File: src/rtl/lfsr_seq_ctrl_pkg.sv
// ============================================================================
// Module      : lfsr_seq_ctrl_pkg
// Description : Shared types and helpers for the LFSR sequencer.
// Revision    : 1.0 - initial release
// ============================================================================
`default_nettype none

package lfsr_seq_ctrl_pkg;

  typedef enum logic [1:0] {
    IDLE = 2'd0,
    LOAD = 2'd1,
    RUN  = 2'd2,
    DONE = 2'd3
  } state_t;

  // All-ones value of width n: the state an XNOR LFSR can never leave.
  function automatic logic [31:0] lockup_seed(input int unsigned n);
    logic [31:0] v;
    v = '0;
    for (int i = 0; i < 32; i++) begin
      if (i < n) v[i] = 1'b1;
    end
    return v;
  endfunction

endpackage

`default_nettype wire

File: src/rtl/lfsr.sv
// ============================================================================
// Module      : lfsr
// Description : Fibonacci XNOR LFSR (3..32 bits) with seed load and a
//               seed-match flag. The state register has no reset; it is
//               always seeded before use.
// Revision    : 1.0 - initial release
// ============================================================================
`default_nettype none

module lfsr #(
  parameter int NUM_BITS = 5
) (
  input  logic                clk,
  input  logic                enable,
  input  logic                seed_dv,
  input  logic [NUM_BITS-1:0] Seed_Data,
  output logic [NUM_BITS-1:0] LFSR_Data,
  output logic                LFSR_Done
);

  // Feedback tap positions (bit i-1 set for tap i) of maximal-length XNOR
  // polynomials. Every entry has an even tap count, so the XNOR chain reduces
  // to the inverted parity of the tapped bits.
  function automatic logic [31:0] tap_mask(input int unsigned n);
    logic [31:0] m;
    case (n)
      3:       m = 32'h0000_0006;
      4:       m = 32'h0000_000C;
      5:       m = 32'h0000_0014;
      6:       m = 32'h0000_0030;
      7:       m = 32'h0000_0060;
      8:       m = 32'h0000_00B8;
      9:       m = 32'h0000_0110;
      10:      m = 32'h0000_0240;
      11:      m = 32'h0000_0500;
      12:      m = 32'h0000_0829;
      13:      m = 32'h0000_100D;
      14:      m = 32'h0000_2015;
      15:      m = 32'h0000_6000;
      16:      m = 32'h0000_D008;
      17:      m = 32'h0001_2000;
      18:      m = 32'h0002_0400;
      19:      m = 32'h0004_0023;
      20:      m = 32'h0009_0000;
      21:      m = 32'h0014_0000;
      22:      m = 32'h0030_0000;
      23:      m = 32'h0042_0000;
      24:      m = 32'h00E1_0000;
      25:      m = 32'h0120_0000;
      26:      m = 32'h0200_0023;
      27:      m = 32'h0400_0013;
      28:      m = 32'h0900_0000;
      29:      m = 32'h1400_0000;
      30:      m = 32'h2000_0029;
      31:      m = 32'h4800_0000;
      32:      m = 32'h8020_0003;
      default: m = 32'h0000_0000;
    endcase
    return m;
  endfunction

  localparam logic [31:0]         TAPS_FULL = tap_mask(NUM_BITS);
  localparam logic [NUM_BITS-1:0] TAPS      = TAPS_FULL[NUM_BITS-1:0];

  logic [NUM_BITS-1:0] state;
  logic                feedback;

  assign feedback  = ~(^(state & TAPS));
  assign LFSR_Data = state;
  assign LFSR_Done = (state == Seed_Data);

  // Load the seed or advance one step whenever enabled.
  always_ff @(posedge clk) begin
    if (enable) begin
      if (seed_dv) state <= Seed_Data;
      else         state <= {state[NUM_BITS-2:0], feedback};
    end
  end

endmodule

`default_nettype wire

File: src/rtl/lfsr_seq_ctrl.sv
// ============================================================================
// Module      : lfsr_seq_ctrl
// Description : Command-driven word source around one lfsr instance. A start
//               command loads a seed and streams `count` LFSR states over a
//               valid/ready port, then pulses done. Flags period wrap and
//               rejects the all-ones lock-up seed.
//               Optional macro LFSR_SEQ_CTRL_PERIOD_EN builds the period
//               measurement; otherwise period is tied to zero.
// Revision    : 1.0 - initial release
// ============================================================================
`default_nettype none

module lfsr_seq_ctrl
  import lfsr_seq_ctrl_pkg::*;
#(
  parameter int NUM_BITS = 5,
  parameter int CNT_W    = 16
) (
  input  logic                clk,
  input  logic                reset,
  input  logic                start,
  input  logic [NUM_BITS-1:0] seed,
  input  logic [CNT_W-1:0]    count,
  output logic                busy,
  output logic                out_valid,
  input  logic                out_ready,
  output logic [NUM_BITS-1:0] out_data,
  output logic                done,
  output logic                err,
  output logic                wrapped,
  output logic [CNT_W-1:0]    period
);

  localparam logic [31:0]         LOCKUP_FULL = lockup_seed(NUM_BITS);
  localparam logic [NUM_BITS-1:0] LOCKUP      = LOCKUP_FULL[NUM_BITS-1:0];

  state_t              state_q;
  state_t              state_d;
  logic [NUM_BITS-1:0] seed_q;
  logic [CNT_W-1:0]    cnt;
  logic [CNT_W-1:0]    idx;
  logic                err_q;
  logic                wrapped_q;

  logic                lfsr_en;
  logic                lfsr_load;
  logic [NUM_BITS-1:0] lfsr_data;
  logic                lfsr_done;

  logic                xfer;
  logic                accept;
  logic                reject;
  logic                wrap_hit;

  assign xfer     = (state_q == RUN) && out_ready;
  assign accept   = (state_q == IDLE) && start && (seed != LOCKUP);
  assign reject   = (state_q == IDLE) && start && (seed == LOCKUP);
  // idx>0 excludes the seed word itself, which trivially matches seed_q.
  assign wrap_hit = (state_q == RUN) && (idx != '0) && lfsr_done;

  lfsr #(
    .NUM_BITS (NUM_BITS)
  ) u_lfsr (
    .clk       (clk),
    .enable    (lfsr_en),
    .seed_dv   (lfsr_load),
    .Seed_Data (seed_q),
    .LFSR_Data (lfsr_data),
    .LFSR_Done (lfsr_done)
  );

  // State register.
  always_ff @(posedge clk or posedge reset) begin
    if (reset) state_q <= IDLE;
    else       state_q <= state_d;
  end

  // Next-state decode.
  always_comb begin
    state_d = state_q;
    case (state_q)
      IDLE: begin
        if (accept) state_d = (count == '0) ? DONE : LOAD;
      end
      LOAD:    state_d = RUN;
      RUN: begin
        if (xfer && (cnt == CNT_W'(1))) state_d = DONE;
      end
      DONE:    state_d = IDLE;
      default: state_d = IDLE;
    endcase
  end

  // Moore outputs and LFSR control; the LFSR only moves on load or transfer,
  // which keeps out_data stable through stalls.
  always_comb begin
    busy      = (state_q != IDLE);
    out_valid = (state_q == RUN);
    done      = (state_q == DONE);
    lfsr_en   = (state_q == LOAD) || xfer;
    lfsr_load = (state_q == LOAD);
  end

  assign out_data = lfsr_data;
  assign err      = err_q;
  assign wrapped  = wrapped_q;

  // Command capture, word counters, reject pulse and sticky wrap flag.
  always_ff @(posedge clk or posedge reset) begin
    if (reset) begin
      seed_q    <= '0;
      cnt       <= '0;
      idx       <= '0;
      err_q     <= 1'b0;
      wrapped_q <= 1'b0;
    end else begin
      err_q <= reject;
      if (accept) begin
        seed_q    <= seed;
        cnt       <= count;
        idx       <= '0;
        wrapped_q <= 1'b0;
      end else begin
        if (xfer) begin
          cnt <= cnt - CNT_W'(1);
          idx <= idx + CNT_W'(1);
        end
        if (wrap_hit) wrapped_q <= 1'b1;
      end
    end
  end

`ifdef LFSR_SEQ_CTRL_PERIOD_EN
  logic [CNT_W-1:0] period_q;

  // Latch the step count at the first wrap of a run only.
  always_ff @(posedge clk or posedge reset) begin
    if (reset) begin
      period_q <= '0;
    end else if (accept) begin
      period_q <= '0;
    end else if (wrap_hit && !wrapped_q) begin
      period_q <= idx;
    end
  end

  assign period = period_q;
`else
  assign period = '0;
`endif

endmodule

`default_nettype wire

File: config.mk
export PLATFORM = sky130hd
export DESIGN_NAME = lfsr_seq_ctrl
export DESIGN_NICKNAME = d
export VERILOG_FILES = /design/src/rtl/lfsr_seq_ctrl_pkg.sv /design/src/rtl/lfsr.sv /design/src/rtl/lfsr_seq_ctrl.sv
export SDC_FILE = /design/constraint.sdc
export NUM_CORES = 1
export LEC_CHECK = 0
export ABC_CLOCK_PERIOD_IN_PS = 1900
export CAP_MARGIN = 25
export CORE_MARGIN = 2
export CORE_UTILIZATION = 49
export CTS_BUF_LIST = sky130_fd_sc_hd__clkbuf_2
export CTS_CLUSTER_SIZE = 24
export DETAILED_ROUTE_END_ITERATION = 7
export PLACE_DENSITY = 0.86
export SYNTH_ARGS = -nofsm -noshare
export SYNTH_HDL_FRONTEND = slang
export SYNTH_HIERARCHICAL = 1
export SYNTH_SLANG_ARGS = --single-unit
File: constraint.sdc
create_clock -name clk -period 1.9 [get_ports clk]
set_input_delay 0.19 -clock clk [delete_from_list [all_inputs] [get_ports clk]]
set_output_delay 0.19 -clock clk [all_outputs]
set_load 0.005 [all_outputs]
==> results of run 1 <==
==> repair_timing <==
| action | CTS | global route |
|---|---|---|
| buffers inserted | 4 | 3 |
| gates resized for setup | 3 | 10 |
| endpoints found under the setup margin | 2 | 6 |
| pin swaps | 1 | 3 |
==> cells by family after synthesis <==
| family | share of synthesized area [%] |
|---|---|
| other | 0.1389 |
| muxes | 2.086 |
| xor gates and xnor gates | 9.087 |
| adders and majority gates | 4.173 |
| and+or+nand+nor | 23.78 |
| buffers and inverters | 7.418 |
| DFF | 43.58 |
| AOI/OAI and AO/OA | 9.736 |
==> worst max-delay path: stages (launching register included) <==
cell,delay (ns)
dfrtp_1,0.46
or4_4,0.56
o2bb2ai_1,0.16
a221oi_2,0.22
mux2_2,0.36
==> power groups by stage <==
stage	Combinational [mW]	Clock (mW)	Sequential (mW)
finish	1.84	0.389	1.68
floorplan	1.14	0	1.65
global route	2.05	0.443	1.73
detailed placement	1.73	0	1.71
CTS	1.80	0.401	1.67
global placement	1.67	0	1.68
==> layout make-up <==
cell class | count | share of cell area [%]
clock inverters | 3 | 0.3373
clock buffers | 5 | 0.7496
well taps | 72 | 2.699
multi-input cells | 213 | 43.33
flip-flops and latches | 46 | 35.23
repair buffers | 59 | 16.42
inverters | 11 | 1.237
==> cell usage in the layout, fill, tap and decap left out, types with 8 or more instances in the layout <==
cell type	n
or3_1	8
xnor2_1	17
conb_1	16
buf_4	23
dfrtp_1	41
inv_1	10
nand3_1	9
o21ai_0	18
clkdlybuf4s50_1	31
nor2_1	22
xor2_1	11
nand2_1	28
==> flip-flops by register name, indices dropped and copies added (netlist names) <==
signal and cells:
u_lfsr/LFSR_Data 5, idx 16, err 1, state_q 2, cnt 16, wrapped 1
seed_q 5
==> routing by layer <==
metal  vias up  share of wire [%]  track usage, %
met5         -                  0               0
met4         0                1.5           6.316
met3         9                3.9           5.057
met2        56                 52           34.83
met1      1075                 42           24.70
li1       1079                  -               -
==> worst paths after layout <==
check	cells past startpoint	from	slack, ns	to
worst max-delay path	4	cnt[13]$_DFFE_PP0P_	0.07	state_q[1]$_DFFE_PP0P_
worst min-delay path	3	reset	0.14	idx[4]$_DFFE_PP0P_
worst max register to register	4	cnt[13]$_DFFE_PP0P_	0.07	state_q[1]$_DFFE_PP0P_
worst min register to register	2	wrapped$_DFFE_PP0P_	0.53	wrapped$_DFFE_PP0P_
max in group asynchronous	3	reset	1.38	seed_q[0]$_DFFE_PP0P_
min in group clk	3	seed[2]	0.32	seed_q[2]$_DFFE_PP0P_
==> through the flow <==
step / cell area (um2) / TNS, ns / std cells / total power [mW]
global route: 3338 / -0.02349 / 409 / 4.221
CTS: 3273 / 0 / 406 / 3.877
finish: 3338 / 0 / 409 / 3.914
detailed placement: 3206 / 0 / 394 / 3.437
floorplan: 2768 / 0 / 294 / 2.790
global placement: 3206 / 0 / 394 / 3.351
==> metrics.md, run 1 <==
| Metric | Value |
|---|---|
| Hold-fix buffers at CTS | `0` |
| Gate Count Post-Synth | `279` |
| Htree depth | `2` |
| Initial DRC count | `109` |
| CTS Buffer Depth | `2` |
| Die Area | `6118 um2` |
| F_max | `545.0 MHz` |
| Sink Count | `46` |
| Fillers | `469` |
| Die X-Extent | `78.22 um` |
| Initial antenna violation count | `0` |
| Wirelength, routed | `5.608 mm` |
| First-pass GRT wire length | `9.611 mm` |
| Avg Cell Area, Syn | `9.673 um2` |
| Critical path class | `reg -> reg` |
| Starting Density | `49.93%` |
| Synth top cells by count | `41 x dfrtp_1, 28 x nand2_1, 22 x nor2_1` |
| FFs w/ async S/R, synth | `89.13%` |
| Combinational fraction of design power | `47.1%` |
| Ys flop type | `dfrtp_1` |
| DR pass1 iterations | `4` |
| Vias in the first global route | `2,125` |
| Final setup viols | `0` |
| Root Driver | `clkbuf_2` |
| Crit path DAT | `2.17 ns` |
| Height of the chip | `78.22 um` |
| Core ar. | `5405 um2` |
| EDFF count, synth | `5` |
| Relative slew slack | `66.09%` |
| I/O Buffers | `34` |
| Remaining antenna violation count | `0` |
| Via density per instance | `5.425` |
| Multi-input logic area | `1446 um2` |
| Pre-CTS setup slack | `0.008677 ns` |
| Worst Slack Setup Final | `0.06511 ns` |
| Worst Max-Slew Pin Slew | `0.5086 ns` |
| Num CTS Buffers | `5` |
| Synth top area cells | `dfrtp_1 38%, edfxtp_1 5.6%, xnor2_1 5.5%, buf_4 4.5%, ha_1 4.2%` |
| Hold slack | `0.1432 ns` |
| Largest net degree at the start of global routing | `47` |
| Worst-path fanout max | `4` |
| DR DRC count | `0` |
| Pwr dens | `1172 nW/um2` |
| Final worst path period share | `96.57%` |
| Pint | `2.408 mW` |
| Status | `finished, final reports clean` |
| Synth Register Bits | `46` |
| FF+latch area | `1176 um2` |
| Wire per inst | `13.71 um` |
| Top-count cell post-synth | `dfrtp_1` |
| GP Congestion | `0.8161` |
| Sequential share of the synthesized area | `43.58%` |
| CP Capture Type | `flip-flop` |
| Row cnt | `27` |
| Clk slew on worst S/H paths | `0.23 ns` |
| Vias | `2,219` |
| Area Overhead vs Synth | `23.69%` |
| Final core utilization | `61.76%` |
| Clock power frac | `9.9%` |
| Worst-Skew Late Latency | `0.42 ns` |
| Ports | `51` |
| Ant. Diodes | `0` |
| Worst VDD drop | `0.6078 mV` |
| Post-synth top area cell | `dfrtp_1` |
| GR Util All Layers | `20.12%` |
| Max-slew violation count | `0` |
| RSZ-0062 raised after global routing | `yes` |
| TritonCTS clock tree | `yes` |
| Cell variety after synth | `47` |
| Crit path launch type | `flip-flop` |
| Tmin final | `1.835 ns` |
| Sequential share of power | `43.0%` |
| Switching power | `1.506 mW` |
| HP Class | `in -> async` |
| Sw Share | `38.47%` |
| P_leak | `1.406 nW` |
| Layout cell share with drive strength beyond 1 | `16.91%` |
| Global route total overflow | `0` |
| Total Nets Final | `370` |
| DP HPWL | `4.218 mm` |
| Worst Clk Skew | `0.02049 ns` |
| Post-Syn Area | `2699 um2` |
| Hold Fails Final Rpt | `0` |
| Post-synth top area share | `38.02%` |
| Max Cap Viol | `0` |
| Syn. warnings | `6` |
| Critical Path RT | `2.24 ns` |
(Power assumes the default switching activity.)
==> inputs of run 2 (changes only) <==
--- a/config.mk
+++ b/config.mk
@@ -5,14 +5,16 @@
 export SDC_FILE = /design/constraint.sdc
 export NUM_CORES = 1
 export LEC_CHECK = 0
-export ABC_CLOCK_PERIOD_IN_PS = 1900
+export ABC_CLOCK_PERIOD_IN_PS = 1700
 export CAP_MARGIN = 25
+export CELL_PAD_IN_SITES_DETAIL_PLACEMENT = 0
+export CELL_PAD_IN_SITES_GLOBAL_PLACEMENT = 2
 export CORE_MARGIN = 2
-export CORE_UTILIZATION = 49
+export CORE_UTILIZATION = 33
 export CTS_BUF_LIST = sky130_fd_sc_hd__clkbuf_2
 export CTS_CLUSTER_SIZE = 24
 export DETAILED_ROUTE_END_ITERATION = 7
-export PLACE_DENSITY = 0.86
+export PLACE_DENSITY = 0.88
 export SYNTH_ARGS = -nofsm -noshare
 export SYNTH_HDL_FRONTEND = slang
 export SYNTH_HIERARCHICAL = 1
==> constraint.sdc (replaced) <==
create_clock -name clk -period 1.7 [get_ports clk]
set_input_delay 0.17 -clock clk [delete_from_list [all_inputs] [get_ports clk]]
set_output_delay 0.17 -clock clk [all_outputs]
set_load 0.005 [all_outputs]
==> run 2 against run 1 <==
Compared with the run above: the run now ends with negative setup slack left; wire length up 12%; combinational power up 39%; critical path depth up 3; non-clock buffer count up 33; critical path type unchanged; critical endpoint is now idx[15]$_DFFE_PP0P_.
==> metrics.md, run 2 (synthesis results as in run 1) <==
| Metric | Value |
|---|---|
| DP HPWL | `4.776 mm (+13%)` |
| Critical path class | `reg -> reg` |
| Worst-path fanout max | `5 (+1)` |
| Initial antenna violation count | `0 (unchanged)` |
| Die Area | `8918 um2 (+46%)` |
| Core ar. | `7807 um2 (+44%)` |
| Remaining antenna violation count | `0 (unchanged)` |
| Worst Clk Skew | `0.02336 ns (+0.002872 ns)` |
| Hold Fails Final Rpt | `0 (unchanged)` |
| Critical path, cell by cell | `inv_2 > ha_4 > buf_6 > nand4_4 > or3_1 > or4_1 > a21oi_1` |
| Initial DRC count | `67 (-39%)` |
| Row cnt | `32 (+19%)` |
| DR pass1 iterations | `4 (unchanged)` |
| Critical path's largest stage delay | `0.45 ns (-0.11 ns)` |
| GR Util All Layers | `14.86% (-5.3 points)` |
| Worst VDD drop | `0.5943 mV (-2.2%)` |
| First-pass GRT wire length | `10.56 mm (+9.9%)` |
| TritonCTS clock tree | `yes` |
| Pwr dens | `1307 nW/um2 (+11%)` |
| Total Nets Final | `403 (+8.9%)` |
| Ant. Diodes | `0 (unchanged)` |
| F_max | `560.0 MHz (+2.7%)` |
| Slowest CP cell | `dfrtp_1` |
| Most common cell after layout, fill and taps aside | `buf_4` |
| CTS Buffer Depth | `2 (unchanged)` |
| Most frequent cells in the layout | `50 x buf_4, 41 x dfrtp_1, 31 x clkdlybuf4s50_1` |
| Crit path launch type | `flip-flop` |
| Num CTS Buffers | `5 (unchanged)` |
| Final setup viols | `6 (+6)` |
| Placement Cell Area | `3451 um2 (+7.7%)` |
| Total Power | `4.877 mW (+25%)` |
| Biggest regs | `cnt x16, idx x16` |
| DR DRC count | `0 (unchanged)` |
| Vias in the first global route | `2,294 (+8.0%)` |
| Layout cell share with drive strength beyond 1 | `28.11% (+11 points)` |
| Area Overhead vs Synth | `38.25%` |
| GP Congestion | `0.8283 (+1.5%)` |
| Final worst path period share | `105.0% (+8.5 points)` |
| Critical Path RT | `2.08 ns (-0.16 ns)` |
| Crit path DAT | `2.17 ns (about the same)` |
| Ports | `51 (unchanged)` |
| Cell total after placement | `450 (+14%)` |
| P_leak | `1.563 nW (+11%)` |
| CP Capture Type | `flip-flop` |
| Post-route cell area | `3731 um2 (+12%)` |
| Max Cap Viol | `0 (unchanged)` |
| Htree depth | `2 (unchanged)` |
| Height of the chip | `94.44 um (+21%)` |
| I/O Buffers | `34 (unchanged)` |
| Fillers | `785 (+67%)` |
| Vias | `2,260 (+1.8%)` |
| Max-slew violation count | `0 (unchanged)` |
| Sink Count | `46 (unchanged)` |
| Worst-Skew Late Latency | `0.43 ns (about the same)` |
| Wire per inst | `13.35 um (-2.7%)` |
| Tmin final | `1.786 ns (-0.04908 ns)` |
| Status | `finished, violations left` |
| Global route total overflow | `0 (unchanged)` |
| Clk slew on worst S/H paths | `0.25 ns (+0.02 ns)` |
| Failing checks | `negative setup slack` |
| Wirelength, routed | `6.300 mm (+12%)` |
| Hold-fix buffers at CTS | `0 (unchanged)` |
| Final core utilization | `47.79% (-14 points)` |
| Setup TNS | `-0.3042 ns (-0.3042 ns)` |
| R2R depth | `7 (+3)` |
| Die X-Extent | `94.44 um (+21%)` |
| Largest net degree at the start of global routing | `42 (-11%)` |
| Starting Density | `34.57% (-15 points)` |
| Root Driver | `clkbuf_2` |
| Worst Slack Setup Final | `-0.08582 ns (-0.1509 ns)` |
| Final Non-Filler Cells | `472 (+15%)` |
| Via density per instance | `4.788 (-12%)` |
| RSZ-0062 raised after global routing | `yes` |
| HP Class | `in -> async` |
-- run 2: cell types whose count changed in the layout (fill, tap and decap cells not counted), sizes merged --
cell / change
buf: +35
dlymetal6s2s: -2
clkinv: -1
clkinvlp: +1
-- run 2: repair_timing --
| action | CTS | global route |
|---|---|---|
| resized for setup | 21 | 22 |
| cloned | 0 | 1 |
| pin swaps | 4 | 12 |
| buffers inserted | 5 | 8 |
| endpoints found under the setup margin | 40 | 49 |
-- run 2: area by class of cell --
cell class	count	area, um2	area share [%]
clock buffers	5	25.02	0.6707
repair buffers	92	813.3	21.80
clock inverters	3	16.27	0.4359
inverters	11	41.29	1.107
flip-flops and latches	46	1176	31.52
well taps	102	127.6	3.421
multi-input cells	213	1531	41.05
-- run 2: report_power, final --
group	internal (mW)	switching (mW)
combinational	1.43	1.12
clock	0.0938	0.369
sequential	1.52	0.346
total	3.04	1.84
-- run 2: stage by stage --
step	hold WS [ns]	setup slack, ns
after global routing	0.05968	-0.1815
after CTS	0.05546	-0.1013
after floorplan	0.2754	-0.09235
final	0.06099	-0.08582
after detailed placement	0.5139	-0.2344
after global placement	0.4847	-0.2020
-- run 2: per-layer routing --
metal	vias up	global-route usage (%)	wire (um)
li1	1137	-	-
met1	1086	18.83	2871
met2	32	26.49	3186
met3	5	2.634	178
met4	0	3.261	64
met5	-	0	0
-- run 2: worst paths after layout --
check                                        end  slack, ns              startpoint
setup / recovery             idx[15]$_DFFE_PP0P_      -0.09  state_q[0]$_DFFE_PP0P_
min in group clk           seed_q[2]$_DFFE_PP0P_       0.26                 seed[2]
setup reg to reg             idx[15]$_DFFE_PP0P_      -0.09  state_q[0]$_DFFE_PP0P_
max in group asynchronous     cnt[7]$_DFFE_PP0P_       1.41                   reset
hold / removal               idx[15]$_DFFE_PP0P_       0.06                   reset
hold reg to reg              wrapped$_DFFE_PP0P_       0.56     wrapped$_DFFE_PP0P_
-- run 2: critical path: cells and delay by family (launching register included) --
kind | cells | cell delay [ns]
and+or+nand+nor | 3 | 0.84
DFF | 1 | 0.45
buffers and inverters | 2 | 0.20
adders and majority gates | 1 | 0.14
AOI/OAI and AO/OA | 1 | 0.13
